==> src/rtl/sprite_pixel_reader_if.sv <==
// Request and pixel-stream handshake bundle for sprite_pixel_reader.
// SPRITE_MIRROR_EN adds the req_mirror request field.
interface sprite_pixel_reader_if #(
  parameter int WORD_W = 24,
  parameter int ADDR_W = 12,
  parameter int LEN_W  = 8
);
  logic              req_valid;
  logic              req_ready;
  logic [ADDR_W-1:0] req_base;
  logic [LEN_W-1:0]  req_len;
`ifdef SPRITE_MIRROR_EN
  logic              req_mirror;
`endif
  logic              pix_valid;
  logic              pix_ready;
  logic [WORD_W-1:0] pix_data;
  logic              pix_last;

`ifdef SPRITE_MIRROR_EN
  modport master (
    output req_valid, req_base, req_len, req_mirror, pix_ready,
    input  req_ready, pix_valid, pix_data, pix_last
  );
  modport slave (
    input  req_valid, req_base, req_len, req_mirror, pix_ready,
    output req_ready, pix_valid, pix_data, pix_last
  );
`else
  modport master (
    output req_valid, req_base, req_len, pix_ready,
    input  req_ready, pix_valid, pix_data, pix_last
  );
  modport slave (
    input  req_valid, req_base, req_len, pix_ready,
    output req_ready, pix_valid, pix_data, pix_last
  );
`endif
endinterface

==> src/rtl/sprite_pixel_reader.sv <==
// Sprite image read engine: sequential RAM reads into a 2-entry buffer feeding a valid/ready pixel stream.
// Optional SPRITE_MIRROR_EN: req_mirror selects descending (horizontally flipped) read order.
module sprite_pixel_reader #(
  parameter int WORD_W = 24,
  parameter int ADDR_W = 12,
  parameter int LEN_W  = 8
) (
  input  logic                clk,
  input  logic                reset_n,
  sprite_pixel_reader_if.slave bus,
  output logic [ADDR_W-1:0]   mem_a,
  input  logic [WORD_W-1:0]   mem_rdata,
  output logic                busy
);

  typedef enum logic [1:0] {
    ST_IDLE  = 2'd0,
    ST_FETCH = 2'd1,
    ST_DRAIN = 2'd2
  } state_t;

  localparam logic [LEN_W-1:0]  LEN_ONE  = LEN_W'(1);
  localparam logic [ADDR_W-1:0] ADDR_ONE = ADDR_W'(1);

  state_t              state_r;
  logic                req_ready_r;
  logic                busy_r;
  logic [ADDR_W-1:0]   addr_r;
  logic [LEN_W-1:0]    issue_cnt_r;
  logic [LEN_W-1:0]    out_cnt_r;
  logic                descend_r;

  logic                inflight_r;
  logic                inflight_last_r;
  logic                head_valid_r;
  logic [WORD_W-1:0]   head_data_r;
  logic                head_last_r;
  logic                tail_valid_r;
  logic [WORD_W-1:0]   tail_data_r;
  logic                tail_last_r;

  logic                accept_s;
  logic                pop_s;
  logic                room_s;
  logic                issue_s;
  logic [1:0]          occ_s;
  logic [ADDR_W-1:0]   start_s;
  logic                desc_s;
  logic [ADDR_W-1:0]   next_addr_s;

  // Handshake decode, read-issue permission and start address selection.
  always_comb begin
    accept_s = bus.req_valid && req_ready_r;
    pop_s    = head_valid_r && bus.pix_ready;
    occ_s    = {1'b0, head_valid_r} + {1'b0, tail_valid_r} + {1'b0, inflight_r};
    // A word leaving this cycle frees its slot in time for a read issued now.
    room_s   = (occ_s < 2'd2) || pop_s;
    if ((state_r == ST_FETCH) && (issue_cnt_r != {LEN_W{1'b0}}) && room_s) begin
      issue_s = 1'b1;
    end else begin
      issue_s = 1'b0;
    end
`ifdef SPRITE_MIRROR_EN
    if (bus.req_mirror) begin
      start_s = bus.req_base + ADDR_W'(bus.req_len) - ADDR_ONE;
      desc_s  = 1'b1;
    end else begin
      start_s = bus.req_base;
      desc_s  = 1'b0;
    end
`else
    start_s = bus.req_base;
    desc_s  = 1'b0;
`endif
    if (descend_r) begin
      next_addr_s = addr_r - ADDR_ONE;
    end else begin
      next_addr_s = addr_r + ADDR_ONE;
    end
  end

  // Request FSM with address/issue/output counters and registered status outputs.
  always_ff @(posedge clk or negedge reset_n) begin
    if (!reset_n) begin
      state_r     <= ST_IDLE;
      req_ready_r <= 1'b1;
      busy_r      <= 1'b0;
      addr_r      <= {ADDR_W{1'b0}};
      issue_cnt_r <= {LEN_W{1'b0}};
      out_cnt_r   <= {LEN_W{1'b0}};
      descend_r   <= 1'b0;
    end else begin
      if (pop_s) begin
        out_cnt_r <= out_cnt_r - LEN_ONE;
      end
      case (state_r)
        ST_IDLE: begin
          if (accept_s) begin
            addr_r      <= start_s;
            issue_cnt_r <= bus.req_len;
            out_cnt_r   <= bus.req_len;
            descend_r   <= desc_s;
            // Zero-length requests are consumed without leaving IDLE.
            if (bus.req_len != {LEN_W{1'b0}}) begin
              state_r     <= ST_FETCH;
              req_ready_r <= 1'b0;
              busy_r      <= 1'b1;
            end
          end
        end
        ST_FETCH: begin
          if (issue_s) begin
            addr_r      <= next_addr_s;
            issue_cnt_r <= issue_cnt_r - LEN_ONE;
            if (issue_cnt_r == LEN_ONE) begin
              state_r <= ST_DRAIN;
            end
          end
        end
        ST_DRAIN: begin
          if (pop_s && (out_cnt_r == LEN_ONE)) begin
            state_r     <= ST_IDLE;
            req_ready_r <= 1'b1;
            busy_r      <= 1'b0;
          end
        end
        default: begin
          state_r     <= ST_IDLE;
          req_ready_r <= 1'b1;
          busy_r      <= 1'b0;
        end
      endcase
    end
  end

  // In-flight read tracking and the 2-entry head/tail output buffer.
  always_ff @(posedge clk or negedge reset_n) begin
    if (!reset_n) begin
      inflight_r      <= 1'b0;
      inflight_last_r <= 1'b0;
      head_valid_r    <= 1'b0;
      head_data_r     <= {WORD_W{1'b0}};
      head_last_r     <= 1'b0;
      tail_valid_r    <= 1'b0;
      tail_data_r     <= {WORD_W{1'b0}};
      tail_last_r     <= 1'b0;
    end else begin
      inflight_r      <= issue_s;
      inflight_last_r <= issue_s && (issue_cnt_r == LEN_ONE);
      if (!head_valid_r || pop_s) begin
        if (tail_valid_r) begin
          head_valid_r <= 1'b1;
          head_data_r  <= tail_data_r;
          head_last_r  <= tail_last_r;
          tail_valid_r <= inflight_r;
          if (inflight_r) begin
            tail_data_r <= mem_rdata;
            tail_last_r <= inflight_last_r;
          end
        end else begin
          head_valid_r <= inflight_r;
          head_last_r  <= inflight_r && inflight_last_r;
          if (inflight_r) begin
            head_data_r <= mem_rdata;
          end
        end
      end else if (inflight_r) begin
        // Head is stalled; the returning word parks in the tail slot.
        tail_valid_r <= 1'b1;
        tail_data_r  <= mem_rdata;
        tail_last_r  <= inflight_last_r;
      end
    end
  end

  assign bus.req_ready = req_ready_r;
  assign bus.pix_valid = head_valid_r;
  assign bus.pix_data  = head_data_r;
  assign bus.pix_last  = head_last_r;
  assign mem_a         = addr_r;
  assign busy          = busy_r;

endmodule
==> src/flat_wrapper.sv <==
// flat-port wrapper written by rule: the top's interface ports become plain ports
module sprite_pixel_reader_flat 
#(
  parameter int WORD_W = 24,
  parameter int ADDR_W = 12,
  parameter int LEN_W  = 8
)
  (clk, reset_n, mem_a, mem_rdata, busy, bus_req_valid, bus_req_base, bus_req_len, bus_pix_ready, bus_req_ready, bus_pix_valid, bus_pix_data, bus_pix_last);
  sprite_pixel_reader_if #(.WORD_W(WORD_W), .ADDR_W(ADDR_W), .LEN_W(LEN_W)) bus_i ();
  input  logic clk;
  input  logic reset_n;
  output logic [ADDR_W-1:0] mem_a;
  input  logic [WORD_W-1:0] mem_rdata;
  output logic busy;
  input wire logic [$bits(bus_i.req_valid)-1:0] bus_req_valid;
  input wire logic [$bits(bus_i.req_base)-1:0] bus_req_base;
  input wire logic [$bits(bus_i.req_len)-1:0] bus_req_len;
  input wire logic [$bits(bus_i.pix_ready)-1:0] bus_pix_ready;
  output wire logic [$bits(bus_i.req_ready)-1:0] bus_req_ready;
  output wire logic [$bits(bus_i.pix_valid)-1:0] bus_pix_valid;
  output wire logic [$bits(bus_i.pix_data)-1:0] bus_pix_data;
  output wire logic [$bits(bus_i.pix_last)-1:0] bus_pix_last;
  assign bus_i.req_valid = bus_req_valid;
  assign bus_i.req_base = bus_req_base;
  assign bus_i.req_len = bus_req_len;
  assign bus_i.pix_ready = bus_pix_ready;
  assign bus_req_ready = bus_i.req_ready;
  assign bus_pix_valid = bus_i.pix_valid;
  assign bus_pix_data = bus_i.pix_data;
  assign bus_pix_last = bus_i.pix_last;
  sprite_pixel_reader #(.WORD_W(WORD_W), .ADDR_W(ADDR_W), .LEN_W(LEN_W)) u_core (.clk(clk), .reset_n(reset_n), .bus(bus_i), .mem_a(mem_a), .mem_rdata(mem_rdata), .busy(busy));
endmodule
==> config.mk <==
export PLATFORM = sky130hd
export DESIGN_NAME = sprite_pixel_reader_flat
export DESIGN_NICKNAME = d
export VERILOG_FILES = /design/src/rtl/sprite_pixel_reader_if.sv /design/src/rtl/sprite_pixel_reader.sv /design/src/flat_wrapper.sv
export SDC_FILE = /design/constraint.sdc
export NUM_CORES = 1
export LEC_CHECK = 0
export BUFFER_PORTS_ARGS = -buffer_cell sky130_fd_sc_hd__buf_4
export CAP_MARGIN = 20
export CORE_ASPECT_RATIO = 1.25
export CORE_MARGIN = 5
export CORE_UTILIZATION = 38
export CTS_BUF_LIST = sky130_fd_sc_hd__clkbuf_4
export DETAILED_ROUTE_END_ITERATION = 16
export PLACE_DENSITY = 0.58
export SLEW_MARGIN = 10
export SYNTH_ARGS = -nofsm -noshare
export SYNTH_HDL_FRONTEND = slang
export SYNTH_SLANG_ARGS = --single-unit
export TNS_END_PERCENT = 30
==> constraint.sdc <==
create_clock -name clk -period 1.8 [get_ports clk]
set_clock_uncertainty 0.15 [all_clocks]
set_input_delay 0.36 -clock clk [delete_from_list [all_inputs] [get_ports clk]]
set_output_delay 0.36 -clock clk [all_outputs]
set_load 0.03 [all_outputs]
# Yosys cells after proc, flatten, opt, wreduce, memory -nomap -nowiden
# Index checks and enable logic that the tools add are counted.
# Widths: inputs -> output; s select.
op_classes:
  n_bitwise: 1
  muxes: 37
  n_lt_le_gt_ge: 1
  addsub: 5
  n_eq_ne: 10
  n_reduce_logical: 20
op_table:
  columns: ["cell", "n"]
  rows:
  - ["$mux 24", 5]
  - ["$mux 8", 5]
  - ["$mux 12", 2]
  - ["$pmux 12 s2", 1]
  - ["$eq 8x1->1 const B", 2]
  - ["$pmux 8 s2", 1]
  - ["$reduce_bool 8->1", 2]
  - ["$sub 8x1->8 const B", 2]
  - ["$mux 1", 15]
  - ["$add 12x1->12 const B", 1]
  - ["$mux 2", 5]
  - ["$ne 2x1->1 const B", 5]
  - ["$logic_and 1x1->1", 7]
  - ["$pmux 1 s3", 2]
  - ["$pmux 2 s3", 1]
  - ["$reduce_bool 2->1", 3]
  - ["$reduce_and 5->1", 1]
  - ["$reduce_and 4->1", 1]
  - ["$reduce_and 3->1", 1]
  - ["$add 1x1->2", 1]
  - ["$add 2x1->2", 1]
  - ["$eq 2x1->1 const B", 1]
  - ["$eq 2x2->1 const B", 1]
  - ["$logic_not 2->1", 1]
  - ["other kinds (6)", 7]
word_totals:
  regBits: 86
  input_bits: 48
  wordCells: 88

# Longest topological paths before layout
logic_depth:
  depth_word: 8
  ltp_mapped: 8

# Least setup slack after synthesis
# OpenSTA, ideal clock, no wires.
synth_path:
  path_type: "register to register"
  start: "reg u_core.head_valid_r (netlist: u_core.bus.pix_valid)"
  end: "reg u_core.issue_cnt_r[5]"
  setup_slack_ns: -0.220
  period_less_slack_ns: 2.020
  path_stages_with_launch: 7
  setup_time_ns: 0.128
  arrival_time_ns: 1.742
  cell_sequence: "dfrtp_1 > ha_1 > a21oi_1 > o21ai_1 > o22ai_2 > buf_2 > a21oi_1"
synth_between:
  elab_chain_len: 8
synth_lines:
  columns: ["item", "line_no", "rtl"]
  rows:
  - ["start, declared", "sprite_pixel_reader.sv:35", "logic head_valid_r;"]
  - ["start signal, assigned", "sprite_pixel_reader.sv:161", "head_valid_r <= inflight_r;"]
  - ["$add 1x1->2", "sprite_pixel_reader.sv:55", "occ_s = {1'b0, head_valid_r} + {1'b0, tail_valid_r} + {1'b0, inflight_r};"]
  - ["$add 2x1->2", "sprite_pixel_reader.sv:55", null]
  - ["$lt 2x2->1", "sprite_pixel_reader.sv:57", "room_s = (occ_s < 2'd2) || pop_s;"]
  - ["$logic_or 1x1->1 (*)", "sprite_pixel_reader.sv:57", null]
  - ["$logic_and 1x1->1 (*)", "sprite_pixel_reader.sv:58", "if ((state_r == ST_FETCH) && (issue_cnt_r != {LEN_W{1'b0}}) && room_s) begin"]
  - ["$mux 1 (*)", "sprite_pixel_reader.sv:58", null]
  - ["$ne 2x1->1 (no line) (*)", null, null]
  - ["$reduce_and 3->1 (no line) (*)", null, null]
  - ["end signal, assigned", "sprite_pixel_reader.sv:89", "issue_cnt_r <= {LEN_W{1'b0}};"]
  - ["end signal, assigned", "sprite_pixel_reader.sv:100", "issue_cnt_r <= bus.req_len;"]
  - ["end signal, assigned", "sprite_pixel_reader.sv:114", "issue_cnt_r <= issue_cnt_r - LEN_ONE;"]
  - ["end, declared", "sprite_pixel_reader.sv:29", "logic [LEN_W-1:0] issue_cnt_r;"]
# Every way passes the cells marked *; elsewhere a longest branch is shown, timed or not.
# A chain may end at the register's enable or synchronous reset.

# Worst setup path in the final report
layout_path:
  start: "reg u_core.issue_cnt_r[4]"
  end: "reg u_core.addr_r[0] (netlist: u_core.mem_a[0])"
layout_between:
  elab_chain_len: 6
layout_lines:
  columns: ["item", "line_no", "rtl"]
  rows:
  - ["$reduce_bool 8->1", "sprite_pixel_reader.sv:58", null]
  - ["$logic_and 1x1->1 (2 in a row)", "sprite_pixel_reader.sv:58", null]
  - ["$mux 1", "sprite_pixel_reader.sv:58", null]
  - ["$ne 2x1->1 (no line)", null, null]
  - ["$reduce_and 3->1 (no line)", null, null]
  - ["end signal, assigned", "sprite_pixel_reader.sv:88", "addr_r <= {ADDR_W{1'b0}};"]
  - ["end signal, assigned", "sprite_pixel_reader.sv:99", "addr_r <= start_s;"]
  - ["end signal, assigned", "sprite_pixel_reader.sv:113", "addr_r <= next_addr_s;"]
  - ["end, declared", "sprite_pixel_reader.sv:28", "logic [ADDR_W-1:0] addr_r;"]
# No other way between the ends.

==> out/qor.txt <==
DR DRC count -> 0
Most Crowded Layer GR -> met2
Worst-path maximum fanout -> 7
Layout cells sized above 1 -> 34.26%
FILL cells -> 932
Top FF cell, synth -> dfrtp_1
Min Tclk post-route -> 1.937 ns
TritonCTS Sinks -> 86
Initial antenna violation count -> 0
Worst-Skew Late Latency -> 0.44 ns
1st-pass router iterations -> 4
Syn_area_per_cell -> 10.24 um^2
DR iter-0 viols -> 78
RSZ-0062 raised after global routing -> true
Final worst slack -> -0.1370 ns
Max-slew violations -> 0
Adder-cell share of the synthesized area -> 2.354%
Most common cell after layout, fill and taps aside -> buf_4
Pre-CTS setup slack -> -0.2073 ns
Async set-reset flop share out of synthesis -> 100.0%
Run status -> finished, violations left
Combinational family with the most area after synthesis -> compound AO/OA/AOI/OAI gates
Total power -> 3721 uW
Final period util -> 107.6%
Worst Path Arrival -> 2.14 ns
Worst Min Path Start -> bus_req_len[5]
Post-Synthesis Cells -> 405
Cells after DPL -> 653
Grt ovf -> 0
Least-Margin Pin Slew -> 0.4524 ns
Post-synthesis simple-gate area fraction -> 13.98%
Relative slew margins -> 69.84%
Final ANT Viol Nets -> 0
#FFs+latches synth -> 86
Synth Area in Compound Gates -> 14.37%
CTS Buffer Depth -> 2
Placeable Area -> 10620 um^2
Clock root buffer -> clkbuf_4
Number of flops mapped to enable cells by yosys -> 0
Fmax -> 0.5163 GHz
Reg-to-reg startpoint -> u_core.issue_cnt_r[4]
FF+latch area -> 2155 um^2
Site Rows -> 42
Largest net degree at the start of global routing -> 48
Crit path max-delay cell type -> or3_4
Crit path largest cell delay -> 0.41 ns
Crit path required time -> 2.00 ns
Die width -> 103.4 um
Multiplexer share of the synthesized area -> 12.83%
Die area -> 13110 um^2
Post-Route Hold Slack -> 0.01400 ns
Final Hold Vio Count -> 0
Pwr dens -> 620.0 nW/um^2
First-pass GRT wire length -> 17970 um
M1 GR Usage -> 21.56%
Met3 Use GR -> 4.558%
CP startpoint kind -> register
Initial core utilization -> 39.05%
Worst Path Class, Setup -> register to register
Io pins -> 88
MaxCap Viol Count -> 0
CTS tree -> built
ANT cells -> 0
Met2 usage -> 28.87%
Final nets -> 625
Final setup viols -> 21
Area of the multi-input gates -> 2033 um^2
H-tree Lvls -> 3
Failing checks -> negative setup slack
Post-route insts no fill -> 707
CP top delay family -> simple AND/OR/NAND/NOR gates
Reg clk slew, reported paths -> 0.14 ns
Critical Path, Cell by Cell -> or3_4 -> nor4b_4 -> buf_4 -> o22ai_4 -> buf_6 -> mux2i_1 -> nand2_1
Most frequent cells in the layout -> buf_4, dfrtp_1, nor2_1
Die height -> 126.8 um
Syn_nets -> 460
Vias per cell -> 5.031
Ys Warns -> 0
Post-DP HPWL -> 7508 um
Routed WL -> 10850 um
Avg WL per Cell -> 15.34 um
CP Launch Point -> u_core.issue_cnt_r[4]
Endpoint class of the critical path -> register
Post-Synth XOR/XNOR Area -> 1.479%
CP bufs+invs -> 2
Number of global-route vias before repair -> 3731
Register area share after synthesis -> 51.95%
# port buffers -> 87
Total CTS buffers -> 9
Area delta synth->final -> 44.79%
Detailed-route via count -> 3557
Unique masters post-synth -> 53
HP Class -> input port to register
Post-Syn Area -> 4145 um^2
VDD IR max -> 0.2891 mV
GPL Wtd Cong -> 0.8013
P_leak -> 0.002765 uW
Total Routing Usage GR -> 17.25%
timing repair:
item	4_1_cts	5_1_grt
gates cloned	2	0
gates resized for setup	22	7
pin swaps	5	6
hold endpoints to repair	91	0
endpoints found under the setup margin	25	34
hold buffers	32	0
setup buffers	4	0
through the flow:
step	util [%]	instance area [um^2]	TNS, ns
after floorplan	-	4195	-0.9531
after global placement	50.38	5348	-1.661
after detailed placement	50.38	5348	-2.684
after CTS	56.32	5978	-2.916
after global routing	56.54	6002	-4.187
final	56.54	6002	-2.149
worst min-delay path, cell delays in order:
cell,delay (ns)
buf_4,0.11
nand2_1,0.04
o21ai_1,0.07
logic make-up (layout without fill, tap and decap cells):
kind of cell    count (synthesis)  after routing
simple gates                  122            122
xor+xnor                        7              7
mux                            50             50
fa+ha+maj                       8              8
flops                          86             86
compound gates                105            106
buf+inv                        27            196
sequential cells by signal, summed over array words and instances, names as in the netlist:
register,flops
u_core.issue_cnt_r,8
u_core.out_cnt_r,8
u_core.bus.pix_last,1
u_core.tail_data_r,24
u_core.inflight_last_r,1
u_core.bus.pix_data,24
u_core.tail_valid_r,1
u_core.tail_last_r,1
u_core.state_r,2
u_core.inflight_r,1
u_core.bus.req_ready,1
u_core.bus.pix_valid,1
u_core.busy,1
u_core.mem_a,12
cell usage after synthesis, types with 5 or more instances:
| cell type | count | area [um^2] |
|---|---|---|
| o21ai_1 | 10 | 50.05 |
| dfrtp_1 | 85 | 2127 |
| nor2_1 | 44 | 165.2 |
| mux2_1 | 24 | 270.3 |
| nand2_1 | 40 | 150.1 |
| clkbuf_1 | 5 | 18.77 |
| a21oi_1 | 56 | 280.3 |
| ha_1 | 7 | 87.58 |
| nand2b_1 | 5 | 31.28 |
| o21ai_0 | 15 | 75.07 |
| inv_1 | 7 | 26.28 |
| o22ai_1 | 6 | 37.54 |
| buf_2 | 8 | 40.04 |
| mux2i_1 | 25 | 250.2 |
| nand3_1 | 9 | 45.04 |
report_power, final:
part / internal (uW) / switching, uW
clock network: 568 / 711
logic: 225 / 208
registers: 1980 / 30.7
total: 2770 / 950
final timing paths:
kind                                           to  slack [ns]  cells after the start
hold reg to reg            u_core.tail_data_r[23]        0.36                      1
max in group asynchronous     u_core.out_cnt_r[3]        0.76                      3
hold / removal                u_core.out_cnt_r[5]        0.01                      3
setup / recovery                  u_core.mem_a[0]       -0.14                      7
min in group asynchronous  u_core.tail_data_r[15]        0.20                      2
setup reg to reg                  u_core.mem_a[0]       -0.14                      7
cell type report:
cell class	count	area share [%]
tap	132	2.752
clock buffer	9	1.126
multi-input combinational	293	33.88
clock inverter	7	1.626
timing repair buffer	172	24.22
sequential	86	35.90
inverter	8	0.5003
per-layer routing:
metal / vias to the layer above / share of wire (%) / routed length [um]
li1: 1770 / - / -
met1: 1676 / 43 / 4630
met2: 90 / 49 / 5323
met3: 21 / 6.0 / 655
met4: 0 / 2.2 / 240
met5: - / 0 / 0
(Power assumes the default switching activity.)
